**src/rtl/handshake_ctrl_arbiter.sv**
```systemverilog
// Round-robin arbiter forwarding one dataless token per transfer, tagged with the winner index.
// Latency 1 cycle via a one-entry output slot; while the slot is full and stalled, all ins_ready are 0.
module handshake_ctrl_arbiter #(
  parameter int NUM_INPUTS  = 4,
  parameter int INDEX_WIDTH = 2
) (
  input  logic                   clk,
  input  logic                   rst,
  input  logic [NUM_INPUTS-1:0]  ins_valid,
  output logic [NUM_INPUTS-1:0]  ins_ready,
  output logic                   outs_valid,
  input  logic                   outs_ready,
  output logic [INDEX_WIDTH-1:0] outs_index
);

  localparam logic [INDEX_WIDTH-1:0] LAST_IDX = INDEX_WIDTH'(NUM_INPUTS - 1);

  logic                   full;
  logic [INDEX_WIDTH-1:0] idx_q;
  logic [INDEX_WIDTH-1:0] ptr;

  logic                   load_en;
  logic                   grant_vld;
  logic [INDEX_WIDTH-1:0] grant_idx;
  logic                   in_xfer;
  logic [INDEX_WIDTH-1:0] next_ptr;

  assign load_en = !full || outs_ready;

  // Lowest valid index overall is the fallback; the lowest valid index at or
  // above ptr overrides it, which yields a wrapping scan starting at ptr.
  always_comb begin
    grant_vld = 1'b0;
    grant_idx = '0;
    for (int i = NUM_INPUTS - 1; i >= 0; i--) begin
      if (ins_valid[i]) begin
        grant_vld = 1'b1;
        grant_idx = INDEX_WIDTH'(i);
      end
    end
    for (int i = NUM_INPUTS - 1; i >= 0; i--) begin
      if (ins_valid[i] && (INDEX_WIDTH'(i) >= ptr)) begin
        grant_idx = INDEX_WIDTH'(i);
      end
    end
  end

  always_comb begin
    ins_ready = '0;
    for (int i = 0; i < NUM_INPUTS; i++) begin
      ins_ready[i] = rst && load_en && grant_vld && (grant_idx == INDEX_WIDTH'(i));
    end
  end

  assign in_xfer  = load_en && grant_vld;
  assign next_ptr = (grant_idx == LAST_IDX) ? '0 : grant_idx + INDEX_WIDTH'(1);

  always_ff @(posedge clk) begin
    if (!rst) begin
      full  <= 1'b0;
      idx_q <= '0;
      ptr   <= '0;
    end else if (load_en) begin
      if (in_xfer) begin
        full  <= 1'b1;
        idx_q <= grant_idx;
        ptr   <= next_ptr;
      end else begin
        full  <= 1'b0;
      end
    end
  end

  assign outs_valid = full;
  assign outs_index = idx_q;

  ptr_in_range: assert property (@(posedge clk) disable iff (!rst) (ptr <= LAST_IDX && idx_q <= LAST_IDX));
  ready_onehot: assert property (@(posedge clk) $onehot0(ins_ready));

endmodule

```
**config.mk**
```make
export PLATFORM = sky130hd
export DESIGN_NAME = handshake_ctrl_arbiter
export DESIGN_NICKNAME = d
export VERILOG_FILES = /design/src/rtl/handshake_ctrl_arbiter.sv
export SDC_FILE = /design/constraint.sdc
export NUM_CORES = 1
export LEC_CHECK = 0
export ABC_AREA = 1
export BUFFER_PORTS_ARGS = -buffer_cell sky130_fd_sc_hd__clkbuf_2
export CORE_UTILIZATION = 28
export CTS_CLUSTER_SIZE = 25
export DETAILED_ROUTE_END_ITERATION = 16
export SYNTH_ARGS = -nofsm -noshare
export SYNTH_HDL_FRONTEND = slang
export SYNTH_SLANG_ARGS = --single-unit
```
**constraint.sdc**
```tcl
create_clock -name clk -period 1.2 [get_ports clk]
set_input_delay 0.12 -clock clk [delete_from_list [all_inputs] [get_ports clk]]
set_output_delay 0.12 -clock clk [all_outputs]
set_load 0.03 [all_outputs]
```
* Yosys cells after proc, flatten, opt, wreduce, memory -nomap -nowiden
Cells that the tools add are included.
** Storage, ports and cells
- Flip-flop bits (word level) :: 5
- Latch bits :: 0
- Memory bits (writable) :: 0
- ROM bits :: 0
- Input bits :: 7
- Output and inout port bits :: 7
- Word-level logic and storage cells :: 40
- Memories :: 0
** Operators by class
- Add/subtract/negate cells :: 1
- Multipliers :: 0
- Div/mod/pow operators :: 0
- Order comparisons :: 4
- Eq/ne operators :: 3
- Shift-type cells :: 0
- Mux-type cells :: 14
- Bitwise operators :: 0
- Reduce and logical (&&, ||, !) cells :: 15
** Operator list (count)
- $mux W2 :: 9
- $logic_and A1 B1 Y1 :: 11
- $mux W1 :: 5
- $eq A2 B2 Y1 const B :: 2
- $ge A1 B2 Y1 const A :: 2
- $ge A2 B2 Y1 const A :: 2
- $add A2 B1 Y2 const B :: 1
- $eq A2 B1 Y1 const B :: 1
- $logic_not A2 Y1 :: 1
- $reduce_and A2 Y1 :: 1
- $logic_not A1 Y1 :: 1
- $logic_or A1 B1 Y1 :: 1

* Logic depth before layout (Yosys ltp)
Gate-level depths: netlist of run 1.
- Word-level depth :: 10
- Mapped depth :: 10
- Mapped depth without buffers :: 10

* Least setup slack after synthesis of run 1
No wires, ideal clock.
- Kind :: register -> output
- From :: reg full (netlist: outs_valid)
- To :: out ins_ready[0]
- Arrival :: 1.183 ns
- Data required time :: 1.080 ns
- Slack :: -0.103 ns
- Stages on the path, launching flop included :: 6
- Buffers on the path :: 0
- Cell sequence :: dfxtp_1 inv_1 nor2_1 a31oi_4 nand2_2 nor2_2
** On the way
- Word-level cells in the longest chain between the ends :: 5
** Ends and longest elaborated chain
- start: declaration :: RTL line 18 : logic full;
- start signal: assignment :: RTL line 60 : full <= 1'b0;
- start signal: assignment :: RTL line 65 : full <= 1'b1;
- start signal: assignment :: RTL line 69 : full <= 1'b0;
- $logic_not A1 Y1 :: RTL line 28 : assign load_en = !full || outs_ready;
- $logic_or A1 B1 Y1 :: RTL line 28
- $logic_and A1 B1 Y1 (3 in a row) :: RTL line 51 : ins_ready[i] = rst && load_en && grant_vld && (grant_idx == INDEX_WIDTH'(i));
- end: declaration :: RTL line 10 : output logic [NUM_INPUTS-1:0] ins_ready,
No other way between the ends.

* Worst setup path after layout of run 1
- From :: reg ptr[0]
- To :: out ins_ready[1]
** On the way
- Word-level cells in the longest chain between the ends :: 8
- Elaborated cells between the ends (all ways) :: 14
** Ends and longest elaborated chain
- start: declaration :: RTL line 20 : logic [INDEX_WIDTH-1:0] ptr;
- start signal: assignment :: RTL line 67 : ptr <= next_ptr;
- $ge A2 B2 Y1 :: RTL line 42 : if (ins_valid[i] && (INDEX_WIDTH'(i) >= ptr)) begin
- $logic_and A1 B1 Y1 :: RTL line 42
- $mux W2 (3 in a row) :: RTL line 42
- $mux W2 * :: RTL line 42
- $eq A2 B1 Y1 * :: RTL line 51
- $logic_and A1 B1 Y1 * :: RTL line 51
Every way passes the cells marked *; elsewhere a longest branch is shown, timed or not.

==> results.md, run 1 <==
* Status: finished, violations left
* Failing checks: negative setup slack
* Final GP Congestion at 0.714
* DR iter-0 viols at 2
* Post-Syn Instances at 59
* Synth cell types at 17
* Via count at 441
* Hold Crit Class: input port to flip-flop
* Core Area at 1330 sq um
* Seq/Total Area, Yosys at 24.5%
* TritonCTS Buffers at 3
* Average wire per standard cell at 8.95 microns
* Insertion delay to the later sink of the worst-skew pair at 0.24 ns
* Max-slew violation count at 0
* CTS HTree Levels at 1
* Hold WS at 0.180 ns
* Post-synthesis mux area share at 0%
* Area leader, netlist: dfxtp_1
* Synth Area in Adders at 12.2%
* Critical Path Stages at 9
* Critical Path End Type: primary output
* Syn_nets at 70
* Slew margin rel. at 83.4%
* Initial antenna violation count at 0
* Worst Setup Path Type: flip-flop to primary output
* Design area at 739 sq um
* Via-per-instance ratio at 4.37
* CP Launch Type: flip-flop
* NumNets Final at 98
* Vias in the first global route at 312
* Die area at 1620 sq um
* Internal power at 491 uW
* MaxCap Viol Count at 0
* First-pass GRT wire length at 1220 microns
* Mapped Area at 409 sq um
* IR drop worst, VDD at 0.745 mV
* Crit path time final at 1.52 ns
* CP max stage cell: dfxtp_2
* DRC violation count after routing at 0
* Reg2reg path depth at 11
* Hold buffers post-CTS at 0
* Ports at 14
* Max Clk Rate at 657 MHz
* Critical path cell sequence: nand2_1, nand2_2, nand3_2, nand3_4, buf_6, ha_4, inv_2, nor2_4, buf_8
* Largest net degree at the start of global routing at 7
* RSZ-0062 raised after global routing: true
* Flop pwr share at 25.6%
* Worst Tran Pin Value at 0.249 ns
* Comb pwr share at 50.2%
* Post-Synth XOR/XNOR Area at 0%
* WL final at 904 microns
* Pleak at 0.352 nW
* CTS tree: yes
* CTS Sinks at 5
* IO Port Bufs at 13
* Die width at 40.2 microns
* Synth top area share at 24.5%
* Gr usage total at 11.3%
* Setup-failing EPs final at 7
* Mean Syn Cell Area at 6.93 sq um
* Critical Path AT at 1.40 ns
* Fin crit share at 127%
* Clock Skews at 0.0117 ns
* Setup TNS at -1.48 ns
* Deepest clock path buffer count at 2
* Ant diodes at 0
* Final setup margin at -0.323 ns
* Synth Area in Compound Gates at 14.4%
* Worst EP required at 1.08 ns
* Critical path fanouts, max at 4
* Root Buffer: clkbuf_4
* Layout Area Growth over Synthesis at 80.7%
* Critical Path Max Stage Delay at 0.35 ns
* Layout cell share with drive strength beyond 1 at 72.1%
* Reg clk slew, reported paths at 0.05 ns
* Count of state elements after synthesis at 5
* Largest delay share family, worst path: simple AND/OR/NAND/NOR gates
* Synth Area in Simple Gates at 35.2%
* Pre-antenna DRT Iters at 2
* Dpl hpwl at 634 microns
* Worst hold path depth at 3
* Row count at 13
* Largest family of logic cells by synthesized area: simple AND/OR/NAND/NOR gates
* Initial Util at 30.7%
* Antenna-violating nets left at 0
* Placed instance area at 557 sq um
* Switching power at 304 uW
* Main area contributors after synthesis: dfxtp_1, ha_1, inv_1
* Clk pwr share at 24.2%
* Die H at 40.2 microns
* Fin. Hold Viols at 0
* Synthesis warning total at 0
* Switch share at 38.2%
* Grt total ovfl at 0
* Number of fill cells in the layout at 125
* CP bufs+invs at 3
* PwrDens at 1080 nW/um^2
## registers in the layout, summed over array words and instances (netlist names)
register / count
outs_index: 2
ptr: 2
outs_valid: 1
## cells in the final DEF (no fill, tap or decap)
master and count:
dfxtp_1 2, nor2_4 5, buf_6 1, nand3_2 2, ha_4 3, o21ai_0 1, a21oi_2 2, a31oi_4 1
dfxtp_2 3, ha_1 1, clkbuf_2 9, o21ai_2 1, nor2_1 4, o21ai_1 2, buf_8 3, nand2_2 5
nand3_4 1, nor2_2 1, inv_2 9, nand2_1 8, buf_4 9, clkbuf_8 1, clkbuf_4 3, nand2_4 2
clkbuf_1 1, inv_4 1, inv_1 5
## layout make-up
type                       instances  area (sq um)  area share [%]
clock buffer                       4          26.3            3.55
inverter                          15          58.8            7.95
timing repair buffer              23           183            24.7
multi-input combinational         39           349            47.2
sequential                         5           104            14.0
tap                               15          18.8            2.54
## cell usage after synthesis, drive strengths merged
| library cell | instances |
|---|---|
| ha | 4 |
| nand2 | 15 |
| a21oi | 2 |
| o21ai | 4 |
| nor2 | 10 |
| a31oi | 1 |
| inv | 15 |
| dfxtp | 5 |
| nand3 | 3 |
## power by group through the flow
stage	clock network (mW)	logic [mW]	registers, mW
6_report	0.193	0.399	0.203
5_1_grt	0.203	0.432	0.206
4_1_cts	0.191	0.316	0.204
3_3_place_gp	0	0.265	0.202
3_5_place_dp	0	0.270	0.203
2_1_floorplan	0	0.169	0.220
## metal layers
layer	part of all wire [%]	vias to the layer above	global-route usage, %
li1	-	230	-
met1	42	201	13.6
met2	56	10	19.8
met3	2.5	0	3.33
met4	0	0	2.50
met5	0	-	0
## logic make-up (layout without fill, tap and decap cells)
logic type                 Yosys count  after routing
adders and majority gates            4              4
DFF                                  5              5
buffers and inverters               15             42
AOI/OAI and AO/OA                    7              7
and+or+nand+nor                     28             28
## worst register-to-register path, cell delays in order, from the launching register on
cell	delay (ns)
dfxtp_2	0.35
nand2_1	0.06
nand2_2	0.08
nand2_2	0.05
nand2_2	0.07
nand2_4	0.08
buf_4	0.14
buf_4	0.12
buf_4	0.12
nand2_2	0.06
inv_1	0.04
nor2_1	0.07
## what timing repair did
item	CTS	global route
buffers inserted	2	3
endpoints found under the hold margin	0	0
setup endpoints to repair	5	7
gates resized for setup	18	18
pin swaps	4	7
## worst paths after layout
check	from	endpoint	slack, ns
worst min-delay path	rst	ptr[0]	0.18
worst max register to register	ptr[0]	outs_index[0]	-0.10
worst max-delay path	ptr[0]	ins_ready[1]	-0.32
worst min register to register	ptr[0]	ptr[0]	0.49
## stage by stage
step / worst slack [ns] / instances / utilization, % / power, mW
finish: -0.323 / 101 / 55.4 / 0.795
CTS: -0.337 / 98 / 48.0 / 0.711
detailed placement: -0.147 / 92 / 41.7 / 0.473
floorplan: 0.00736 / 59 / - / 0.389
global placement: -0.120 / 92 / 41.7 / 0.467
global route: -0.396 / 101 / 55.4 / 0.842
(Power assumes the default switching activity.)
==> inputs of run 2 (changes only) <==
--- a/config.mk
+++ b/config.mk
@@ -10,6 +10,7 @@
 export CORE_UTILIZATION = 28
 export CTS_CLUSTER_SIZE = 25
 export DETAILED_ROUTE_END_ITERATION = 16
+export PLACE_DENSITY_LB_ADDON = 0.25
 export SYNTH_ARGS = -nofsm -noshare
 export SYNTH_HDL_FRONTEND = slang
 export SYNTH_SLANG_ARGS = --single-unit
==> run 2 against run 1 <==
  * The run still ends with negative setup slack left
  * Largest power group unchanged
  * Combinational power down 17%
  * Utilization decreased by 5.3 points
  * Fmax increased by 2.4%
  * Global-route usage grew 3.0 points
  * Critical endpoint unchanged
==> results.md, run 2 (same netlist as run 1, synthesis figures left out) <==
* Status: finished, violations left
* Failing checks: negative setup slack
* Layout cell share with drive strength beyond 1 at 64.7% (-7.4 points)
* Clock Skews at 0.00191 ns (-0.00982 ns)
* PwrDens at 1090 nW/um^2 (+0.98%)
* Final setup margin at -0.288 ns (+0.0353 ns)
* Insertion delay to the later sink of the worst-skew pair at 0.24 ns (about the same)
* Average wire per standard cell at 8.25 microns (-7.8%)
* IR drop worst, VDD at 0.482 mV (-35%)
* Layout Area Growth over Synthesis at 63.6%
* Critical Path AT at 1.37 ns (-0.03 ns)
* Most frequent cells in the layout: nand2_1, inv_2, clkbuf_2, buf_4
* Max-slew violation count at 0 (unchanged)
* Setup TNS at -1.23 ns (+0.251 ns)
* Die H at 40.2 microns (unchanged)
* Vias in the first global route at 413 (+32%)
* CP Launch Type: flip-flop
* Via-per-instance ratio at 4.17 (-4.5%)
* CTS tree: yes
* Deepest clock path buffer count at 2 (unchanged)
* Power, Total at 727 uW (-8.6%)
* CTS Sinks at 5 (unchanged)
* Hold Crit Class: input port to flip-flop
* MaxCap Viol Count at 0 (unchanged)
* Via count at 417 (-5.4%)
* Die area at 1620 sq um (unchanged)
* WL final at 825 microns (-8.7%)
* Pleak at 0.341 nW (-3.2%)
* Hold WS at 0.189 ns (+0.00915 ns)
* Reg clk slew, reported paths at 0.04 ns (about the same)
* DRC violation count after routing at 0 (unchanged)
* Grt total ovfl at 0 (unchanged)
* Initial Util at 30.7% (unchanged)
* Fin crit share at 124% (-2.9 points)
* Slew margin rel. at 84.4% (+1.1 points)
* Ports at 14 (unchanged)
* CTS HTree Levels at 1 (unchanged)
* Crit path time final at 1.49 ns (-0.0353 ns)
* DR iter-0 viols at 1 (-1)
* RSZ-0062 raised after global routing: true
* Placed cells at 94 (+2.2%)
* IO Port Bufs at 13 (unchanged)
* Antenna-violating nets left at 0 (unchanged)
* Setup-failing EPs final at 7 (unchanged)
* NumNets Final at 97 (-1.0%)
* Initial antenna violation count at 0 (unchanged)
* Layout Cells excl Fill at 100 (-0.99%)
* Critical path fanouts, max at 4 (unchanged)
* Core Area at 1330 sq um (unchanged)
* Fin. Hold Viols at 0 (unchanged)
* Final GP Congestion at 0.759 (+6.2%)
* Hold buffers post-CTS at 0 (unchanged)
* First-pass GRT wire length at 1550 microns (+27%)
* Max Clk Rate at 672 MHz (+2.4%)
* Root Buffer: clkbuf_4
* Placement Setup Slack at -0.153 ns (-0.00648 ns)
* Die width at 40.2 microns (unchanged)
* Ant diodes at 0 (unchanged)
* Gr usage total at 14.3% (+3.0 points)
* Pre-antenna DRT Iters at 2 (unchanged)
* Worst Setup Path Type: flip-flop to primary output
* Worst EP required at 1.08 ns (about the same)
* Dpl hpwl at 669 microns (+5.4%)
* TritonCTS Buffers at 3 (unchanged)
* Row count at 13 (unchanged)
* Worst Tran Pin Value at 0.232 ns (-0.0162 ns)
* Critical Path End Type: primary output
* Largest net degree at the start of global routing at 7 (unchanged)
-- run 2: layer usage --
metal	vias to the layer above	global-route usage (%)	routed length, microns
li1	229	-	-
met1	178	17.0	388
met2	10	24.6	404
met3	0	2.22	32
met4	0	7.50	0
met5	-	0	0
-- run 2: worst max-delay path, stage by stage (launching register included) --
cell and delay (ns):
dfxtp_2 0.35, nand2_2 0.06, nand2_2 0.06, nand2_1 0.05, nand2_1 0.06, nand2_2 0.08, inv_2 0.07, ha_2 0.17
inv_2 0.04, nor2_4 0.08, buf_8 0.12
-- run 2: per-stage QoR --
stage               utilization (%)  cell area, sq um
finish                         50.2               669
global route                   50.2               669
CTS                            48.4               646
detailed placement             42.9               572
global placement               42.9               572
floorplan                         -               435
-- run 2: worst paths after layout --
kind | endpoint | slack (ns) | startpoint | cells past startpoint
max reg2reg | outs_index[0] | -0.06 | ptr[1] | 11
min | ptr[0] | 0.19 | rst | 3
min reg2reg | ptr[1] | 0.51 | ptr[1] | 2
max | ins_ready[1] | -0.29 | ptr[1] | 10
-- run 2: report_power, final --
group,internal (mW),switching (mW)
logic,0.145,0.188
clock network,0.125,0.0650
registers,0.189,0.0140
total,0.460,0.267
-- run 2: final cells by class --
class                           instances  area, sq um
Clock buffer                            4         26.3
Fill cell                             150          664
Inverter                               15         56.3
Multi-Input combinational cell         39          293
Sequential cell                         5          104
Tap cell                               15         18.8
Timing Repair Buffer                   22          171
-- run 2: timing repair --
action	in CTS	in global routing
gates resized for setup	17	7
endpoints found under the setup margin	5	7
setup buffers	1	1
pin swaps	4	3
cloned	0	0
==> inputs of run 3 (changes only) <==
--- a/config.mk
+++ b/config.mk
@@ -10,6 +10,7 @@
 export CORE_UTILIZATION = 28
 export CTS_CLUSTER_SIZE = 25
 export DETAILED_ROUTE_END_ITERATION = 16
+export GPL_TIMING_DRIVEN = 0
 export PLACE_DENSITY_LB_ADDON = 0.25
 export SYNTH_ARGS = -nofsm -noshare
 export SYNTH_HDL_FRONTEND = slang
==> run 3 against run 2 <==
  * Fmax decreased by 2.5%
  * Critical endpoint is now ins_ready[0]
  * Non-clock buffer count decreased by 7
  * The run still ends with negative setup slack left
  * Hold slack got worse by 0.0056 ns
  * Largest power group unchanged
==> results.md, run 3 (same netlist as run 1, synthesis figures left out) <==
* Reg clk slew, reported paths at 0.05 ns (about the same)
* Switch share at 40.5% (+3.8 points)
* MaxCap Viol Count at 0 (unchanged)
* Hold buffers post-CTS at 0 (unchanged)
* Clk pwr share at 26.7% (+0.5 points)
* Fin. Hold Viols at 0 (unchanged)
* WL met1 at 399 microns (+2.8%)
* Die H at 40.2 microns (unchanged)
* Failing checks: negative setup slack
* Worst EP required at 1.08 ns (about the same)
* Final setup margin at -0.327 ns (-0.0388 ns)
* Deepest clock path buffer count at 2 (unchanged)
* Crit path time final at 1.53 ns (+0.0388 ns)
* IO Port Bufs at 13 (unchanged)
* Grt total ovfl at 0 (unchanged)
* CP Launch Type: flip-flop
* Initial Util at 30.7% (unchanged)
* Via count at 405 (-2.9%)
* Slew margin rel. at 81.9% (-2.5 points)
* Most frequent cells in the layout: clkbuf_2, inv_2, nand2_2
* DR iter-0 viols at 3 (+2)
* Layout cell share with drive strength beyond 1 at 69.2% (+4.5 points)
* Via-per-instance ratio at 4.35 (+4.4%)
* Critical path fanouts, max at 4 (unchanged)
* First-pass GRT wire length at 1610 microns (+3.5%)
* Top sig layer: met3
* Max-slew violation count at 0 (unchanged)
* Power, Total at 757 uW (+4.1%)
* Metal2 WL at 464 microns (+15%)
* R2r setup slk at -0.07 ns (about the same)
* Die area at 1620 sq um (unchanged)
* CTS tree: yes
* Fin crit share at 127% (+3.2 points)
* Core Area at 1330 sq um (unchanged)
* Die width at 40.2 microns (unchanged)
* Setup TNS at -1.34 ns (-0.114 ns)
* Worst Tran Pin Value at 0.271 ns (+0.0386 ns)
* Hold Crit Class: input port to flip-flop
* Dpl hpwl at 587 microns (-12%)
* Ports at 14 (unchanged)
* WL final at 889 microns (+7.8%)
* Switching power at 307 uW (+15%)
* Flop pwr share at 27.0% (-1.0 points)
* Insertion delay to the later sink of the worst-skew pair at 0.25 ns (about the same)
* Layout Area Growth over Synthesis at 65.4%
* Max Clk Rate at 655 MHz (-2.5%)
* Vias in the first global route at 397 (-3.9%)
* Pre-antenna DRT Iters at 3 (+1)
* Pleak at 0.314 nW (-7.9%)
* CTS Sinks at 5 (unchanged)
* TritonCTS Buffers at 3 (unchanged)
* Average wire per standard cell at 9.56 microns (+16%)
* WL met3 at 25 microns (-22%)
* Status: finished, violations left
* Gr usage total at 15.4% (+1.1 points)
* Initial antenna violation count at 0 (unchanged)
* Setup-failing EPs final at 5 (-2)
* Root Buffer: clkbuf_4
* Final GP Congestion at 0.762 (+0.41%)
* Critical Path AT at 1.41 ns (+0.04 ns)
* NumNets Final at 90 (-7.2%)
* Row count at 13 (unchanged)
* CTS HTree Levels at 1 (unchanged)
* DRC violation count after routing at 0 (unchanged)
* PwrDens at 1120 nW/um^2 (+3.0%)
* RSZ-0062 raised after global routing: true
* IR drop worst, VDD at 0.507 mV (+5.2%)
* Antenna-violating nets left at 0 (unchanged)
* Internal power at 450 uW (-2.1%)
* Clock Skews at 0.00815 ns (+0.00624 ns)
* Comb pwr share at 46.3% (+0.5 points)
* Largest net degree at the start of global routing at 7 (unchanged)
* Ant diodes at 0 (unchanged)
* Critical Path End Type: primary output
* Worst Setup Path Type: flip-flop to primary output
* Most common cell after layout, fill and taps aside: clkbuf_2
[run 3: changes by cell type in the layout (fill, tap and decap cells not counted), sizes merged]
| cell | previous run | this run |
|---|---|---|
| buf | 12 | 5 |
[run 3: worst paths after layout]
path,from,to,depth (start not counted)
max,ptr[1],ins_ready[0],9
min,rst,ptr[0],3
max reg2reg,ptr[1],ptr[1],8
min reg2reg,ptr[0],ptr[0],2
[run 3: area by class of cell]
type | instances | area (sq um)
clock buffers | 4 | 26.3
inverters | 15 | 61.3
fillers | 139 | 657
flip-flops and latches | 5 | 104
repair buffers | 15 | 119
multi-input cells | 39 | 348
well taps | 15 | 18.8
[run 3: repair_timing]
item                       in CTS  in global routing
setup buffers                   2                  0
pin swaps                       7                  2
setup endpoints to repair       5                  6
gates cloned                    0                  0
resized for setup              29                  7
[run 3: through the flow]
step                utilization [%]  hold slack [ns]  setup WS (ns)  instances  cell area (sq um)
CTS                            49.7            0.172         -0.339         93                663
finish                         50.8            0.183         -0.327         93                677
global route                   50.8            0.210         -0.417         93                677
global placement               38.9            0.428         -0.159         87                519
detailed placement             38.9            0.431         -0.205         87                519
floorplan                         -            0.242        0.00736         59                435
[run 3: critical path, cell delays in order (launching register included)]
cell      delay, ns
dfxtp_2        0.35
nand2_2        0.06
nand2_2        0.08
nand2_2        0.05
nand2_2        0.07
nand2_4        0.08
ha_1           0.21
inv_2          0.07
nor2_4         0.03
clkbuf_8       0.15
[run 3: power groups by stage]
stage / logic (mW) / registers [mW] / clock network, mW
2_1_floorplan: 0.169 / 0.220 / 0
3_3_place_gp: 0.241 / 0.203 / 0
3_5_place_dp: 0.245 / 0.204 / 0
4_1_cts: 0.338 / 0.203 / 0.208
5_1_grt: 0.385 / 0.207 / 0.223
6_report: 0.350 / 0.205 / 0.202
[run 3: metal layers]
| metal | up-vias | global-route usage, % |
|---|---|---|
| met5 | - | 0 |
| met4 | 0 | 10.0 |
| met3 | 0 | 3.33 |
| met2 | 10 | 27.4 |
| met1 | 181 | 16.1 |
| li1 | 214 | - |
